--- src/rtl/uart_pkg.sv ---
// Shared definitions for the UART transmit arbiter: state encoding, header defaults.
package uart_pkg;

  localparam int unsigned MAX_SRC   = 8;
  localparam int unsigned BYTE_W    = 8;
  localparam int unsigned HDR_IDX_W = 3;
  localparam logic [4:0]  HDR_TAG_DEF = 5'b10100;

  typedef enum logic [1:0] {
    ST_IDLE = 2'd0,
    ST_HDR  = 2'd1,
    ST_SEND = 2'd2
  } arb_state_t;

  // Header byte: tag in the upper bits, source index in the lower bits.
  function automatic logic [BYTE_W-1:0] hdr_byte(input logic [4:0] tag,
                                                 input logic [HDR_IDX_W-1:0] idx);
    return {tag, idx};
  endfunction

endpackage

--- src/rtl/uart_tx_arbiter_rr_pick.sv ---
// Combinational round-robin finder: first set request at or above ptr, wrapping at N.
module rr_pick #(
  parameter int unsigned N  = 4,
  parameter int unsigned IW = (N > 1) ? $clog2(N) : 1
) (
  input  logic [N-1:0]  req,
  input  logic [IW-1:0] ptr,
  output logic [IW-1:0] idx,
  output logic          found
);

  int unsigned cand;

  // Walk the requests starting at ptr; the first hit wins.
  always_comb begin
    idx   = '0;
    found = 1'b0;
    cand  = 0;
    for (int unsigned i = 0; i < N; i++) begin
      cand = (32'(ptr) + i) % N;
      if (!found && req[IW'(cand)]) begin
        idx   = IW'(cand);
        found = 1'b1;
      end
    end
  end

endmodule

--- src/rtl/uart_tx_arbiter.sv ---
// Packet-granular round-robin arbiter sharing one UART byte emitter among N sources.
module uart_tx_arbiter
  import uart_pkg::*;
#(
  parameter int unsigned N_SRC   = 4,
  parameter bit          HDR_EN  = 1'b1,
  parameter logic [4:0]  HDR_TAG = HDR_TAG_DEF,
  parameter int unsigned MAX_LEN = 64
) (
  input  logic                      i_clk,
  input  logic                      i_rst_n,
  input  logic [BYTE_W*N_SRC-1:0]   i_req_data,
  input  logic [N_SRC-1:0]          i_req_valid,
  input  logic [N_SRC-1:0]          i_req_last,
  output logic [N_SRC-1:0]          o_req_ready,
  output logic [BYTE_W-1:0]         o_data,
  output logic                      o_valid,
  input  logic                      i_ready,
  output logic [N_SRC-1:0]          o_grant,
  output logic                      o_busy,
  output logic                      o_trunc
);

  localparam int unsigned IW = (N_SRC > 1) ? $clog2(N_SRC) : 1;
  localparam int unsigned CW = $clog2(MAX_LEN + 1);

  arb_state_t          state_q, state_d;
  logic [IW-1:0]       rr_q, rr_d;
  logic [IW-1:0]       gidx_q, gidx_d;
  logic [CW-1:0]       cnt_q, cnt_d;
  logic                trunc_q, trunc_d;

  logic [IW-1:0]       pick_idx;
  logic                pick_found;
  logic [BYTE_W-1:0]   src_byte [N_SRC];
  logic [BYTE_W-1:0]   g_data;
  logic                g_valid;
  logic                g_last;
  logic [CW-1:0]       cnt_inc;
  logic                at_max;

  rr_pick #(.N(N_SRC), .IW(IW)) u_rr_pick (
    .req   (i_req_valid),
    .ptr   (rr_q),
    .idx   (pick_idx),
    .found (pick_found)
  );

  // Split the flat source bus into bytes and select the granted source.
  always_comb begin
    for (int unsigned k = 0; k < N_SRC; k++) begin
      src_byte[k] = i_req_data[k*BYTE_W +: BYTE_W];
    end
    g_data  = src_byte[gidx_q];
    g_valid = i_req_valid[gidx_q];
    g_last  = i_req_last[gidx_q];
    cnt_inc = cnt_q + CW'(1);
    at_max  = (cnt_inc == CW'(MAX_LEN));
  end

  // Next-state, grant bookkeeping and emitter-side muxing.
  always_comb begin
    state_d     = state_q;
    rr_d        = rr_q;
    gidx_d      = gidx_q;
    cnt_d       = cnt_q;
    trunc_d     = 1'b0;
    o_data      = '0;
    o_valid     = 1'b0;
    o_req_ready = '0;
    o_grant     = '0;
    case (state_q)
      ST_IDLE: begin
        if (pick_found) begin
          gidx_d  = pick_idx;
          cnt_d   = '0;
          state_d = HDR_EN ? ST_HDR : ST_SEND;
        end
      end
      ST_HDR: begin
        o_valid = 1'b1;
        o_data  = hdr_byte(HDR_TAG, HDR_IDX_W'(gidx_q));
        o_grant = N_SRC'(1) << gidx_q;
        if (i_ready) state_d = ST_SEND;
      end
      ST_SEND: begin
        o_data              = g_data;
        o_valid             = g_valid;
        o_req_ready[gidx_q] = i_ready;
        o_grant             = N_SRC'(1) << gidx_q;
        if (g_valid && i_ready) begin
          cnt_d = cnt_inc;
          if (g_last || at_max) begin
            state_d = ST_IDLE;
            rr_d    = (gidx_q == IW'(N_SRC - 1)) ? '0 : gidx_q + IW'(1);
            trunc_d = !g_last;
          end
        end
      end
      default: state_d = ST_IDLE;
    endcase
  end

  assign o_busy  = (state_q != ST_IDLE);
  assign o_trunc = trunc_q;

  // State and grant registers; reset abandons any packet in flight.
  always_ff @(posedge i_clk or negedge i_rst_n) begin
    if (!i_rst_n) begin
      state_q <= ST_IDLE;
      rr_q    <= '0;
      gidx_q  <= '0;
      cnt_q   <= '0;
      trunc_q <= 1'b0;
    end else begin
      state_q <= state_d;
      rr_q    <= rr_d;
      gidx_q  <= gidx_d;
      cnt_q   <= cnt_d;
      trunc_q <= trunc_d;
    end
  end

endmodule

--- config.mk ---
export PLATFORM = sky130hd
export DESIGN_NAME = uart_tx_arbiter
export DESIGN_NICKNAME = d
export VERILOG_FILES = /design/src/rtl/uart_pkg.sv /design/src/rtl/uart_tx_arbiter_rr_pick.sv /design/src/rtl/uart_tx_arbiter.sv
export SDC_FILE = /design/constraint.sdc
export NUM_CORES = 1
export LEC_CHECK = 0
export ABC_AREA = 1
export CAP_MARGIN = 20
export CORE_MARGIN = 3
export CORE_UTILIZATION = 39
export CTS_CLUSTER_DIAMETER = 80
export DETAILED_ROUTE_END_ITERATION = 8
export PLACE_DENSITY = 0.73
export SYNTH_ARGS = -nofsm -noshare
export SYNTH_HDL_FRONTEND = slang
export SYNTH_SLANG_ARGS = --single-unit
--- constraint.sdc ---
create_clock -name i_clk -period 1.4 [get_ports i_clk]
set_input_delay 0.28 -clock i_clk [delete_from_list [all_inputs] [get_ports i_clk]]
set_output_delay 0.28 -clock i_clk [all_outputs]
set_load 0.005 [all_outputs]
==> reports/results.txt, run 1 <==
status - complete, but fails checks
failing checks - negative setup slack
met2 Use GR - 52.2%
Global Route Usage Sum - 29.8%
Clock Sink Count - 14
vias in the first global route - 2296
Lkg Pwr - 1.57 nW
Worst Setup End Kind - output pin
layout cells sized above 1 - 58.6%
ranking of synthesized cells by area - dfrtp_1, nand2_1, nor2_1, o21ai_0, ha_1
hold_buf cts - 0
NumNets Final - 435
Yosys top cell by area - dfrtp_1
DR vias/cell - 6.03
maxcap violations - 0
sequential area share after synthesis - 22.9%
most frequent cells after synthesis - nand2_1, nor2_1, inv_1, o21ai_0
hpwl dp - 3.98 mm
Tcrit/Tclk final - 135%
clk slew on worst S/H paths - 0.07 ns
Final min period - 1.89 ns
Pint - 3.66 mW
Netlist cell types - 28
Final setup viols - 31
Mapped Avg Cell Area - 6.13 um2
Syn Inst Count - 250
HP Class - primary input to asynchronous set/reset pin
power density cells - 2240 mW/mm2
critical path startpoint category - flop
Worst-Skew Late Latency - 0.26 ns
Crit path buffers/inverters - 5
initial antenna violation count - 0
final setup TNS - -10.74 ns
share of flip-flops with an asynchronous set or reset - 100%
die span in x - 68.7 um
clock share of power - 4.8%
Synth Cell Area - 0.00153 mm2
number of diodes - 0
Die Height - 68.7 um
routed len/inst - 22.0 um
Ys Warns - 0
drc violations - 0
Peak VDD IR - 0.00185 V
Switch Pwr - 3.86 mW
first-pass GRT wire length - 10.6 mm
critical path arrival - 1.61 ns
Seq cells post-synth - 14
worst-path maximum fanout - 5
IO Port Bufs - 61
Hold Fails Final Rpt - 0
Setup CP Type - flop to output pin
global routing usage on met1 - 32.5%
grt total ovfl - 0
Comb power frac - 86.3%
Area Overhead vs Synth - 119%
cell mode on critical path - buf_6
Max Freq - 530 MHz
sequential share of power - 8.9%
antenna viol nets, final - 0
Synthesized Nets - 302
routability cong. - 0.844
Final Worst Setup Slack - -0.486 ns
most used flip-flop cell after synthesis - dfrtp_1
Worst path max stage delay - 0.45 ns
Die Area - 0.00472 mm2
Max-Slew Margin vs Limit - 75.5%
CP Cell Sequence - buf_6, buf_6, buf_6, ha_4, inv_2, nor2_1, buf_2
pin count of the biggest net entering global routing - 15
final design instance area without fill - 0.00335 mm2
TritonCTS buffer count - 3
GRT busiest layer - met2
Starting DRT DRC Count - 315
via count - 2594
Critical Path RT - 1.12 ns
Worst-Margin Slew - 0.366 ns
CTS tree - done
top-count cell post-synth - nand2_1
Worst Skew - 0.0106 ns
Yosys top cell area share - 22.9%
Root Driver - clkbuf_8
slowest CP cell - dfrtp_1
std cell rows - 22
Initial Util - 41.2%
I/O pin cnt - 62
total wire length - 9.45 mm
Cell Area, Placed - 0.00248 mm2
H-tree levels - 1
RSZ-0062 raised after global routing - yes
Crit path max-delay family - buffers and inverters
DRT Pass-1 Iters - 5
core area - 0.00372 mm2
Slew Limit Fails - 0
Overall Power - 7.53 mW
CTS max path bufs - 2
met3 usage - 6.97%
Sw Share - 51.3%
EDFF count, synth - 0
-- final cells by class --
type / count / area, um2
repair buffers: 137 / 1240
flip-flops and latches: 14 / 354
multi-input cells: 198 / 1530
fillers: 128 / 362
inverters: 29 / 126
clock buffers: 4 / 45.0
well taps: 48 / 60.1
-- sequential cells by signal (all words and copies together) (netlist names) --
register  flops
rr_q          2
o_trunc       1
cnt_q         7
state_q       2
gidx_q        2
-- power groups by stage --
stage | combinational (mW) | clock (mW) | sequential [mW]
finish | 6.49 | 0.359 | 0.673
global route | 6.72 | 0.377 | 0.688
CTS | 4.89 | 0.355 | 0.644
detailed placement | 3.53 | 0 | 0.603
global placement | 3.46 | 0 | 0.598
floorplan | 2.02 | 0 | 0.622
-- layout by cell type, fill, tap and decap left out, types with 4 or more instances in the layout --
cell type	instances
buf_4	43
buf_2	15
o21ai_4	8
buf_6	33
nand2_1	35
ha_4	7
clkdlybuf4s50_1	40
nor2_1	20
o21ai_0	4
o21ai_1	13
inv_1	8
dfrtp_1	11
inv_2	17
o21ai_2	13
nor2_4	11
a21oi_2	4
nand2_4	10
nand2_2	31
nor2_2	7
nand3_1	11
-- path summary, 6_finish.rpt --
check | endpoint | startpoint | slack [ns] | cells after the start
max | o_req_ready[3] | gidx_q[1]$_DFFE_PN0P_ | -0.49 | 7
min | rr_q[0]$_DFFE_PN0P_ | i_rst_n | 0.33 | 2
max reg2reg | state_q[1]$_DFFE_PN0P_ | gidx_q[0]$_DFFE_PN0P_ | -0.41 | 11
min reg2reg | cnt_q[1]$_DFFE_PN0P_ | cnt_q[1]$_DFFE_PN0P_ | 0.56 | 2
max in group asynchronous | cnt_q[2]$_DFFE_PN0P_ | i_rst_n | 0.86 | 2
min in group i_clk | cnt_q[1]$_DFFE_PN0P_ | cnt_q[1]$_DFFE_PN0P_ | 0.56 | 2
-- metal layers --
layer  wire length (um)  vias up
li1                   -     1076
met1               3410     1235
met2               4570      218
met3                944       65
met4                527        0
met5                  0        -
-- repair_timing --
action                     CTS  global route
pin swaps                   38            35
gates cloned                 3             0
setup buffers               26            14
setup endpoints to repair   32            31
resized for setup          174           101
-- kinds of logic (layout without fill, tap and decap cells) --
| logic type | count (synthesis) | in the layout | share of synthesized area (%) |
|---|---|---|---|
| AOI/OAI and AO/OA | 55 | 55 | 20.5 |
| xor gates and xnor gates | 1 | 1 | 0.572 |
| adders and majority gates | 9 | 9 | 7.35 |
| buffers and inverters | 38 | 170 | 10.2 |
| DFF | 14 | 14 | 22.9 |
| and+or+nand+nor | 133 | 133 | 38.5 |
-- metrics by stage --
step | worst slack (ns) | util (%) | std cells | hold WS (ns)
6_report | -0.486 | 90.3 | 430 | 0.333
4_1_cts | -0.388 | 80.4 | 421 | 0.343
3_5_place_dp | -0.687 | 66.8 | 389 | 0.512
3_3_place_gp | -0.646 | 66.8 | 389 | 0.503
5_1_grt | -0.533 | 90.3 | 430 | 0.358
2_1_floorplan | -0.0220 | - | 250 | -0.0156
Power figures use the tool's default switching activity.
==> inputs of run 2 (changes only) <==
--- a/config.mk
+++ b/config.mk
@@ -8,10 +8,10 @@
 export ABC_AREA = 1
 export CAP_MARGIN = 20
 export CORE_MARGIN = 3
-export CORE_UTILIZATION = 39
+export CORE_UTILIZATION = 44
 export CTS_CLUSTER_DIAMETER = 80
 export DETAILED_ROUTE_END_ITERATION = 8
-export PLACE_DENSITY = 0.73
+export PLACE_DENSITY = 0.78
 export SYNTH_ARGS = -nofsm -noshare
 export SYNTH_HDL_FRONTEND = slang
 export SYNTH_SLANG_ARGS = --single-unit
==> constraint.sdc (replaced) <==
create_clock -name i_clk -period 1.8 [get_ports i_clk]
set_input_delay 0.36 -clock i_clk [delete_from_list [all_inputs] [get_ports i_clk]]
set_output_delay 0.36 -clock i_clk [all_outputs]
set_load 0.005 [all_outputs]
==> reports/results.txt, run 2 (synthesis results as in run 1) <==
critical path startpoint category - flop
status - complete, but fails checks
Fill cells - 183
Setup CP Type - flop to output pin
global routing usage on met1 - 29.8%
worst-path maximum fanout - 6
Critical R2R Launch - gidx_q[0]$_DFFE_PN0P_
pin count of the biggest net entering global routing - 15
total wire length - 5.72 mm
Final setup viols - 13
layout cells sized above 1 - 36.6%
power density cells - 1500 mW/mm2
number of diodes - 0
failing checks - negative setup slack
TritonCTS buffer count - 3
CP startpoint - gidx_q[0]$_DFFE_PN0P_
Area Overhead vs Synth - 79.6%
largest reg by FF count - cnt_q
Initial Util - 48.2%
routability cong. - 0.872
Worst-Margin Slew - 0.259 ns
routed len/inst - 14.4 um
maxcap violations - 0
Peak VDD IR - 0.00109 V
WHS - 0.383 ns
Die Height - 65.0 um
max reg flops - 7
Max Freq - 523 MHz
Root Driver - clkbuf_4
hpwl dp - 3.73 mm
Worst Skew - 0.00864 ns
Final Non-Filler Cells - 396
Die Area - 0.00423 mm2
met2 Use GR - 45.7%
most frequent cells in the layout - nand2_1, clkdlybuf4s50_1, buf_4
Placed Cells - 377
Final Worst Setup Slack - -0.113 ns
Slew Limit Fails - 0
Lkg Pwr - 1.35 nW
DR vias/cell - 5.14
DRT Pass-1 Iters - 4
met3 usage - 5.20%
std cell rows - 20
grt total ovfl - 0
H-tree levels - 1
Hold Fails Final Rpt - 0
Worst-Skew Late Latency - 0.28 ns
via count - 2036
Max-Slew Margin vs Limit - 82.7%
first-pass GRT wire length - 8.63 mm
NumNets Final - 406
CTS tree - done
Worst Setup End Kind - output pin
Global Route Usage Sum - 25.6%
GRT busiest layer - met2
CTS max path bufs - 2
HP Class - primary input to asynchronous set/reset pin
initial antenna violation count - 0
Overall Power - 4.13 mW
die span in x - 65.0 um
commonest non-fill, non-tap cell in the layout - nand2_1
vias in the first global route - 1927
Final min period - 1.91 ns
Cell Area, Placed - 0.00241 mm2
Tcrit/Tclk final - 106%
I/O pin cnt - 62
critical path arrival - 1.55 ns
core area - 0.00318 mm2
clk slew on worst S/H paths - 0.08 ns
RSZ-0062 raised after global routing - yes
Critical Path RT - 1.44 ns
Starting DRT DRC Count - 181
final design instance area without fill - 0.00275 mm2
Clock Sink Count - 14
IO Port Bufs - 61
drc violations - 0
final core occ - 86.6%
antenna viol nets, final - 0
[run 2: report_power, final]
group | internal [mW] | switching (mW) | total, mW | leakage (nW)
clock | 0.0776 | 0.0921 | 0.170 | 0.0138
sequential | 0.397 | 0.0952 | 0.492 | 0.183
combinational | 1.64 | 1.83 | 3.47 | 1.15
[run 2: final cells by class]
| type | instances | area (um2) | share of cell area, % |
|---|---|---|---|
| Inverter | 29 | 114 | 4.14 |
| Multi-Input combinational cell | 198 | 1240 | 45.0 |
| Sequential cell | 14 | 352 | 12.8 |
| Timing Repair Buffer | 108 | 972 | 35.3 |
| Clock buffer | 3 | 22.5 | 0.818 |
| Tap cell | 44 | 55.1 | 2.00 |
[run 2: critical path: stages (launching register included)]
cell      delay (ns)
dfrtp_2         0.47
clkinv_4        0.10
buf_12          0.13
buf_4           0.13
nor2_2          0.11
o22ai_2         0.10
nand3_1         0.07
nand2_1         0.04
buf_2           0.12
[run 2: worst paths after layout]
path	slack [ns]	cells after the start	end
max	-0.11	8	o_data[5]
min	0.38	2	rr_q[1]$_DFFE_PN0P_
max reg2reg	0.01	12	state_q[1]$_DFFE_PN0P_
min reg2reg	0.51	2	cnt_q[1]$_DFFE_PN0P_
max in group asynchronous	1.24	2	gidx_q[0]$_DFFE_PN0P_
min in group i_clk	0.51	2	cnt_q[1]$_DFFE_PN0P_
[run 2: metal layers]
layer | part of all wire [%] | routed length [um]
met1 | 39 | 2220
met2 | 52 | 2980
met3 | 6.1 | 350
met4 | 2.8 | 161
met5 | 0 | 0
[run 2: what timing repair did]
item                                    4_1_cts  5_1_grt
pin swaps                                    14       14
endpoints found under the setup margin       18       28
resized for setup                           113       41
buffers inserted                              9        7
hold buffers                                  0        0
gates cloned                                  1        1
[run 2: through the flow]
| step | TNS (ns) | setup slack, ns |
|---|---|---|
| floorplan | 0 | 0.188 |
| CTS | -0.482 | -0.132 |
| global placement | -3.78 | -0.412 |
| detailed placement | -4.51 | -0.421 |
| global route | -2.15 | -0.242 |
| finish | -0.910 | -0.113 |
